**src/rtl/sine_frame_gen_if.sv**
```systemverilog
// Sample stream from sine_frame_gen toward the FFT input: valid/ready plus a frame-end marker.
interface sine_frame_gen_if #(
    parameter int unsigned DATA_WIDTH = 8
) ();
    logic [DATA_WIDTH-1:0] m_data;
    logic                  m_valid;
    logic                  m_ready;
    logic                  m_last;

    modport master (output m_data, output m_valid, output m_last, input m_ready);
    modport slave  (input m_data, input m_valid, input m_last, output m_ready);
endinterface

```
**src/rtl/sine_frame_gen.sv**
```systemverilog
// Frame sample generator: phase accumulator drives the sine ROM address, and a 2-entry
// buffer absorbs the ROM's one-cycle read latency under downstream backpressure.
module sine_frame_gen #(
    parameter int unsigned ADDR_WIDTH  = 7,
    parameter int unsigned DATA_WIDTH  = 8,
    parameter int unsigned PHASE_WIDTH = 16,
    parameter int unsigned FRAME_LEN   = 128,
    parameter bit          SIGNED_OUT  = 1'b1
) (
    input  logic                   clk,
    input  logic                   rst,
    input  logic                   start,
    input  logic [PHASE_WIDTH-1:0] fcw,
    input  logic [PHASE_WIDTH-1:0] phase_init,
    output logic                   busy,
    output logic                   done,
    output logic [ADDR_WIDTH-1:0]  rom_addr,
    input  logic [DATA_WIDTH-1:0]  rom_data,
    sine_frame_gen_if.master       strm
);
    localparam int unsigned CNT_WIDTH = $clog2(FRAME_LEN + 1);
    localparam logic [CNT_WIDTH-1:0]  LAST_CNT  = CNT_WIDTH'(FRAME_LEN - 1);
    localparam logic [DATA_WIDTH-1:0] SIGN_MASK = DATA_WIDTH'(SIGNED_OUT) << (DATA_WIDTH - 1);

    typedef enum logic [1:0] {
        IDLE  = 2'd0,
        RUN   = 2'd1,
        DRAIN = 2'd2
    } state_t;

    state_t                 state_q, state_d;
    logic [PHASE_WIDTH-1:0] phase_q, phase_d;
    logic [PHASE_WIDTH-1:0] fcw_q, fcw_d;
    logic [CNT_WIDTH-1:0]   cnt_q, cnt_d;
    logic [ADDR_WIDTH-1:0]  addr_d;
    logic                   inflight_q, inflight_last_q, inflight_last_d;
    logic [1:0]             occ_q, occ_d, wr_slot;
    logic [DATA_WIDTH-1:0]  tail_data_q, tail_data_d, head_data_d, cap_data;
    logic                   tail_last_q, tail_last_d, head_last_d;
    logic                   valid_d, busy_d, done_d;
    logic                   issue, pop, credit;

    // Next-state, issue/credit and buffer update
    always_comb begin
        state_d         = state_q;
        phase_d         = phase_q;
        fcw_d           = fcw_q;
        cnt_d           = cnt_q;
        addr_d          = rom_addr;
        issue           = 1'b0;
        inflight_last_d = 1'b0;
        pop             = strm.m_valid & strm.m_ready;
        credit          = (3'(occ_q) + 3'(inflight_q)) < (3'd2 + 3'(pop));
        cap_data        = rom_data ^ SIGN_MASK;

        case (state_q)
            IDLE: begin
                if (start) begin
                    state_d = RUN;
                    fcw_d   = fcw;
                    phase_d = phase_init;
                    cnt_d   = '0;
                    addr_d  = phase_init[PHASE_WIDTH-1 -: ADDR_WIDTH];
                end
            end
            RUN: begin
                if (credit) begin
                    issue           = 1'b1;
                    phase_d         = phase_q + fcw_q;
                    addr_d          = phase_d[PHASE_WIDTH-1 -: ADDR_WIDTH];
                    cnt_d           = cnt_q + CNT_WIDTH'(1);
                    inflight_last_d = (cnt_q == LAST_CNT);
                    if (cnt_q == LAST_CNT) begin
                        state_d = DRAIN;
                    end
                end
            end
            DRAIN: ;
            default: state_d = IDLE;
        endcase

        // Head slot is the registered output; pop shifts the tail forward, push fills the next free slot
        occ_d       = occ_q + 2'(inflight_q) - 2'(pop);
        wr_slot     = occ_q - 2'(pop);
        head_data_d = strm.m_data;
        head_last_d = strm.m_last;
        tail_data_d = tail_data_q;
        tail_last_d = tail_last_q;
        if (pop && (occ_q == 2'd2)) begin
            head_data_d = tail_data_q;
            head_last_d = tail_last_q;
        end
        if (inflight_q) begin
            if (wr_slot == 2'd0) begin
                head_data_d = cap_data;
                head_last_d = inflight_last_q;
            end else begin
                tail_data_d = cap_data;
                tail_last_d = inflight_last_q;
            end
        end
        valid_d = (occ_d != 2'd0);

        // Leaving DRAIN on the edge that empties the buffer makes done/busy line up with the cycle after the last pop
        if ((state_q == DRAIN) && (occ_d == 2'd0)) begin
            state_d = IDLE;
        end
        busy_d = (state_d != IDLE);
        done_d = (state_q == DRAIN) && (state_d == IDLE);
    end

    // State and output registers
    always_ff @(posedge clk) begin
        if (rst) begin
            state_q         <= IDLE;
            phase_q         <= '0;
            fcw_q           <= '0;
            cnt_q           <= '0;
            rom_addr        <= '0;
            inflight_q      <= 1'b0;
            inflight_last_q <= 1'b0;
            occ_q           <= '0;
            tail_data_q     <= '0;
            tail_last_q     <= 1'b0;
            strm.m_data     <= '0;
            strm.m_valid    <= 1'b0;
            strm.m_last     <= 1'b0;
            busy            <= 1'b0;
            done            <= 1'b0;
        end else begin
            state_q         <= state_d;
            phase_q         <= phase_d;
            fcw_q           <= fcw_d;
            cnt_q           <= cnt_d;
            rom_addr        <= addr_d;
            inflight_q      <= issue;
            inflight_last_q <= inflight_last_d;
            occ_q           <= occ_d;
            tail_data_q     <= tail_data_d;
            tail_last_q     <= tail_last_d;
            strm.m_data     <= head_data_d;
            strm.m_valid    <= valid_d;
            strm.m_last     <= head_last_d;
            busy            <= busy_d;
            done            <= done_d;
        end
    end
endmodule

```
**src/flat_wrapper.sv**
```systemverilog
// flat-port wrapper written by rule: the top's interface ports become plain ports
module sine_frame_gen_flat 
#(
    parameter int unsigned ADDR_WIDTH  = 7,
    parameter int unsigned DATA_WIDTH  = 8,
    parameter int unsigned PHASE_WIDTH = 16,
    parameter int unsigned FRAME_LEN   = 128,
    parameter bit          SIGNED_OUT  = 1'b1
)
  (clk, rst, start, fcw, phase_init, busy, done, rom_addr, rom_data, strm_m_data, strm_m_valid, strm_m_last, strm_m_ready);
  sine_frame_gen_if #(.DATA_WIDTH(DATA_WIDTH)) strm_i ();
  input  logic clk;
  input  logic rst;
  input  logic start;
  input  logic [PHASE_WIDTH-1:0] fcw;
  input  logic [PHASE_WIDTH-1:0] phase_init;
  output logic busy;
  output logic done;
  output logic [ADDR_WIDTH-1:0] rom_addr;
  input  logic [DATA_WIDTH-1:0] rom_data;
  output wire logic [$bits(strm_i.m_data)-1:0] strm_m_data;
  output wire logic [$bits(strm_i.m_valid)-1:0] strm_m_valid;
  output wire logic [$bits(strm_i.m_last)-1:0] strm_m_last;
  input wire logic [$bits(strm_i.m_ready)-1:0] strm_m_ready;
  assign strm_m_data = strm_i.m_data;
  assign strm_m_valid = strm_i.m_valid;
  assign strm_m_last = strm_i.m_last;
  assign strm_i.m_ready = strm_m_ready;
  sine_frame_gen #(.ADDR_WIDTH(ADDR_WIDTH), .DATA_WIDTH(DATA_WIDTH), .PHASE_WIDTH(PHASE_WIDTH), .FRAME_LEN(FRAME_LEN), .SIGNED_OUT(SIGNED_OUT)) u_core (.clk(clk), .rst(rst), .start(start), .fcw(fcw), .phase_init(phase_init), .busy(busy), .done(done), .rom_addr(rom_addr), .rom_data(rom_data), .strm(strm_i));
endmodule
```
**config.mk**
```make
export PLATFORM = sky130hd
export DESIGN_NAME = sine_frame_gen_flat
export DESIGN_NICKNAME = d
export VERILOG_FILES = /design/src/rtl/sine_frame_gen_if.sv /design/src/rtl/sine_frame_gen.sv /design/src/flat_wrapper.sv
export SDC_FILE = /design/constraint.sdc
export NUM_CORES = 1
export LEC_CHECK = 0
export ABC_AREA = 1
export ABC_CLOCK_PERIOD_IN_PS = 4200
export CAP_MARGIN = 20
export CORE_ASPECT_RATIO = 1.75
export CORE_UTILIZATION = 40
export CTS_BUF_LIST = sky130_fd_sc_hd__clkbuf_4 sky130_fd_sc_hd__clkbuf_8
export DETAILED_ROUTE_END_ITERATION = 6
export PLACE_DENSITY_LB_ADDON = 0.05
export SLEW_MARGIN = 15
export SYNTH_ARGS = -nofsm -noshare
export SYNTH_HDL_FRONTEND = slang
export SYNTH_SLANG_ARGS = --single-unit
```
**constraint.sdc**
```tcl
create_clock -name clk -period 4.2 [get_ports clk]
set_input_delay 0.63 -clock clk [delete_from_list [all_inputs] [get_ports clk]]
set_output_delay 0.63 -clock clk [all_outputs]
set_load 0.02 [all_outputs]
```
-- Word level (Yosys, flattened, before mapping)
Cells that the tools add are included.
- flip-flop bits (word level): 74
- output and inout bits: 19
- word-level logic and storage cells: 70
- input bits: 44
- magnitude comparators: 1
- reductions and logical operators: 15
- eq/ne operators: 6
- add/subtract/negate cells: 7
- mux-type cells: 21
- bitwise operators: 5
- operator list (cell ; count):
    $mux 8 ; 5
    $mux 16 ; 2
    $pmux 16 s2 ; 1
    $add 16x16->16 ; 1
    $pmux 8 s2 ; 1
    $mux 7 ; 2
    $pmux 7 s2 ; 1
    $add 8x1->8 const B ; 1
    $eq 8x7->1 const B ; 1
    $logic_not 2->1 ; 4
    $mux 2 ; 4
    $pmux 2 s3 ; 1
    $reduce_bool 2->1 ; 3
    $eq 2x2->1 const B ; 2
    $mux 1 ; 4
    $not 1->1 ; 4
    $reduce_and 2->1 ; 2
    $sub 2x1->2 ; 2
    $add 2x1->3 ; 1
    $add 2x1->3 const A ; 1
    $logic_and 1x1->1 ; 3
    $lt 3x3->1 ; 1
    $reduce_and 3->1 ; 1
    $reduce_or 3->1 ; 1
    6 further kinds ; 6

-- Logic depth before layout (Yosys ltp)
- depth in word-level cells: 8
- mapped depth: 11
- mapped depth without buffers: 11

-- Least setup slack after synthesis
No wires, ideal clock.
- path type: input port to flip-flop
- from: in strm_m_ready
- to: reg u_core.busy
- slack: 2379 ps
- data required time: 4069 ps
- setup time: 131 ps
- path buffers: 0
- stages on the path: 9
- arrival: 1690 ps
- cells stage by stage: nand2_2 > inv_2 > ha_1 > inv_1 > ha_1 > xor2_1 > nand2_1 > nand3_1 > a31oi_1
- longest elaborated chain between the ends: 7
- elaborated cells between the ends (all ways): 10
- those cells by class: add/sub: 2; order compare: 1; mux: 3; bitwise: 1; reduce/logical: 3
- ends and longest elaborated chain (item ; line ; source):
    from (decl) ; flat_wrapper.sv:24 ; input wire logic [$bits(strm_i.m_ready)-1:0] strm_m_ready;
    $and 1x1->1 * ; sine_frame_gen.sv:52 ; pop = strm.m_valid & strm.m_ready;
    $add 2x1->3 ; sine_frame_gen.sv:53 ; credit = (3'(occ_q) + 3'(inflight_q)) < (3'd2 + 3'(pop));
    $lt 3x3->1 ; sine_frame_gen.sv:53 ;
    $mux 2 ; sine_frame_gen.sv:67 ; if (credit) begin
    $pmux 2 s3 ; sine_frame_gen.sv:56 ; case (state_q)
    $mux 2 * ; sine_frame_gen.sv:105 ; if ((state_q == DRAIN) && (occ_d == 2'd0)) begin
    $reduce_bool 2->1 * ; sine_frame_gen.sv:108 ; busy_d = (state_d != IDLE);
    to (signal assigned) ; sine_frame_gen.sv:144 ; busy <= busy_d;
    to (decl) ; sine_frame_gen.sv:15 ; output logic busy,
Mark *: on every way between the ends. The rest lies on a longest branch, timed or not.
A chain may end at the register's enable or synchronous reset.

-- Worst setup path in the final report
- from: in strm_m_ready
- to: reg u_core.phase_q[1]
- longest elaborated chain between the ends: 5
- ends and longest elaborated chain (item ; line ; source):
    $and 1x1->1 ; sine_frame_gen.sv:52 ;
    $add 2x1->3 ; sine_frame_gen.sv:53 ;
    $lt 3x3->1 ; sine_frame_gen.sv:53 ;
    $ne 2x1->1 (no source line) ; - ;
    $reduce_and 3->1 (no source line) ; - ;
    to (signal assigned) ; sine_frame_gen.sv:132 ; phase_q <= phase_d;
    to (decl) ; sine_frame_gen.sv:32 ; logic [PHASE_WIDTH-1:0] phase_q, phase_d;
No other way between the ends.

==> impl_metrics.py <==
metrics = {
    "yosys": {
        "synth_area_per_cell_sq_um": 6.79,
        "synth_cells": 556,
        "ranking_of_synthesized_cells_by_area": "dfxtp_1 36%, nand2_1 12%, nor2_1 7.4%",
        "post-synth-top-area-fraction_pct": 35.5,
        "ys_ff_latch": 67,
        "seq_area_frac_synth_pct": 35.5,
        "synth_area_leader_cell": "dfxtp_1",
        "syn-cell-area_sq_um": 3780,
        "ys.warnings.count": 0,
        "mappedNetlistNets": 621,
        "synthDistinctLibCells": 32,
    },
    "timing": {
        "clock-skew-final_ps": 6.43,
        "report.final.slew_viol_count": 0,
        "setup-violations-final": 0,
        "unrepaired_setup_endpoints_after_global_routing": "false",
        "setup-tns-final_ps": 0,
        "fmax_mhz": 459,
        "finalCritPeriodShare_pct": 51.9,
        "post-route-min-period_ps": 2180,
        "timing_worst_slew_pin_value_ps": 842,
        "relSlewSlack_pct": 43.8,
        "report.final.hold_viol_count": 0,
    },
    "layout": {
        "final_common_cell": "nand2_1",
        "layout.cells.most_common_list": "122 x nand2_1, 74 x nor2_1, 67 x dfxtp_1",
        "layout.cell_area.non_filler_sq_um": 4650,
        "num_antenna_cells": 0,
        "area.growth.synth_to_final_pct": 23.1,
        "finalNetCount": 669,
        "layout_cell_share_with_drive_strength_beyond_1_pct": 5.42,
    },
    "clock_network": {
        "root_buf_cell": "clkbuf_8",
        "worst_skew_pair.late_latency_ps": 340,
        "ctsHtreeMaxLevel": 3,
        "ctsResizeCount": 0,
        "clock_tree.buffer_depth": 2,
        "cts_setup_buffers": 0,
        "tritoncts_num_sinks": 67,
        "cts_buf_count": 9,
        "tritoncts": "yes",
        "clk_pin_slew_worst_paths_ps": 70,
        "cts_hold_buf": 0,
    },
    "power_and_ir_drop": {
        "p_seq_share_pct": 38.5,
        "share_comb_of_total_power_pct": 29.2,
        "ir_drop_v": 0.000252,
        "pwr-share-clk_pct": 32.3,
        "p_leak_nw": 2.12,
        "p_sw_mw": 0.662,
        "p_int_mw": 1.35,
        "finalPower_mw": 2.02,
        "power.share.switching_pct": 32.8,
        "power_per_cell_area_nw_per_um2": 433,
    },
    "critical_path": {
        "crit_type": "input port to flip-flop",
        "crit_chain": "clkdlybuf4s50_1 -> nand2_2 -> inv_2 -> nand2_2 -> a21oi_4 -> nand2_2 -> nand2_4 -> inv_2 -> o21ai_0 -> a21oi_1",
        "critical-path-max-stage-delay_ps": 470,
        "reg_to_reg_setup_timing_slack_ps": 2050,
        "timing.critical_path.fanout_max": 32,
        "timing.critical_path.required_ps": 4420,
        "worst_endpoint_data_arrival_time_ps": 2400,
        "crit_start": "strm_m_ready",
        "regToRegStartpoint": "u_core.occ_q[1]",
        "worstReg2RegEnd": "u_core.phase_q[1]",
        "worstSetupEndpointType": "flip-flop",
        "rr_worst_depth": 7,
        "cpMaxStageDelayCell": "clkdlybuf4s50_1",
        "startpoint_type": "input port",
        "crit_path_end": "u_core.phase_q[1]",
        "critPathMostFrequentCell": "nand2_2",
    },
    "placed_design": {
        "gp_congestion": 0.862,
        "placement.cell_area_sq_um": 4400,
        "dpl.hpwl_um": 7150,
        "quantity_of_i_o_buffers_inserted_on_ports": 62,
    },
    "floorplanning": {
        "boundaryPins": 63,
        "floorplan.rows": 46,
        "floorplan.die_area_sq_um": 9850,
        "die_x_um": 75.5,
        "vertical_die_dimension_um": 131,
        "coreArea_sq_um": 9090,
        "initial_utilization_pct": 41.5,
    },
    "global_routing": {
        "track_usage_pct": 21.5,
        "first_global_vias": 3473,
        "initial_antenna_violation_count": 0,
        "pin_count_of_the_biggest_net_entering_global_routing": 53,
        "grt_remaining_overflow": 0,
        "first_pass_grt_wire_length_um": 15900,
    },
    "route": {
        "detail_route.wl_per_cell_um": 13.4,
        "number_of_vias_after_detailed_routing": 3601,
        "total_drc_errors_in_the_routed_layout": 0,
        "drt_first_pass_iters": 4,
        "drt-initial-drc-count": 172,
        "vias_per_cell": 4.94,
        "ant_nets": 0,
        "routed_wl_um": 9740,
    },
    "run": {
        "max_cap_viol_count": 0,
    },
    "run_status": {
        "run_status": "finished clean",
    },
    "hold_path": {
        "type_of_the_most_critical_hold_path": "flip-flop to flip-flop",
    },
}
[synthesized netlist by cell type (all sizes together)]
| library cell | instances |
|---|---|
| nand3b | 2 |
| or2 | 2 |
| a211oi | 1 |
| xnor2 | 3 |
| nand3 | 36 |
| o211ai | 1 |
| dfxtp | 67 |
| nor3b | 1 |
| nor4b | 1 |
| o21ai | 54 |
| buf | 17 |
| nor3 | 5 |
| a31oi | 8 |
| a21oi | 45 |
| clkbuf | 10 |
| fa | 1 |
| nor2 | 77 |
| nand2 | 126 |
| xor2 | 7 |
| inv | 66 |
| o211a | 1 |
| ha | 20 |
| nand4 | 5 |
[final cells by class]
type | count | area (sq um)
inverters | 66 | 248
well taps | 120 | 150
clock buffers | 13 | 179
flip-flops and latches | 67 | 1340
clock inverters | 3 | 67.6
repair buffers | 64 | 636
multi-input cells | 396 | 2030
fillers | 963 | 4440
[power groups by stage]
stage	logic [mW]	clock network [mW]	registers (mW)
after global routing	0.661	0.687	0.786
after global placement	0.581	0	0.790
final	0.588	0.651	0.776
after detailed placement	0.590	0	0.792
after CTS	0.594	0.666	0.777
after floorplan	0.412	0	0.792
[worst min-delay path by stage]
stage                                     start                     to  slack, ps  cells past startpoint
after CTS                 u_core.tail_data_q[6]  u_core.tail_data_q[6]        450                      2
final                     u_core.tail_data_q[6]  u_core.tail_data_q[6]        450                      2
after floorplan           u_core.tail_data_q[5]  u_core.tail_data_q[5]        420                      2
after global routing      u_core.tail_data_q[6]  u_core.tail_data_q[6]        480                      2
after global placement    u_core.tail_data_q[6]  u_core.tail_data_q[6]        440                      2
after detailed placement  u_core.tail_data_q[6]  u_core.tail_data_q[6]        440                      2
[registers in the layout, summed over array words and instances (netlist names)]
register,flops
u_core.inflight_q,1
u_core.busy,1
u_core.fcw_q,16
u_core.occ_q,2
u_core.tail_last_q,1
u_core.inflight_last_q,1
u_core.phase_q,16
u_core.strm.m_last,1
u_core.tail_data_q,8
u_core.state_q,2
u_core.strm.m_data,8
u_core.cnt_q,8
u_core.strm.m_valid,1
u_core.done,1
[per-layer routing]
metal | vias up | part of all wire, % | GRT usage [%]
met5 | - | 0 | 0
met4 | 0 | 2.0 | 9.37
met3 | 13 | 2.6 | 3.07
met2 | 65 | 55 | 40.1
met1 | 1632 | 41 | 23.1
li1 | 1891 | - | -
[metrics by stage]
stage | hold slack, ps | utilization (%) | std cells | setup WS (ps)
2_1_floorplan | 425 | - | 556 | 2380
3_3_place_gp | 436 | 48.4 | 713 | 1690
3_5_place_dp | 443 | 48.4 | 713 | 1650
4_1_cts | 454 | 51.1 | 729 | 2020
5_1_grt | 475 | 51.1 | 729 | 1810
6_report | 452 | 51.1 | 729 | 2020
[worst max-delay path, delay by kind of cell]
kind,cells,cell delay [ps]
AO/OA/AOI/OAI,3,410
buffers and inverters,3,790
AND/OR/NAND/NOR,4,560
[cells by family (layout without fill, tap and decap cells)]
group	Yosys count	in the layout	synth area share (%)
AOI/OAI and AO/OA	110	110	15.5
xor gates and xnor gates	10	10	2.32
adders and majority gates	21	21	7.15
buffers and inverters	93	146	10.8
DFF	67	67	35.5
and+or+nand+nor	255	255	28.7
(Power assumes the default switching activity.)
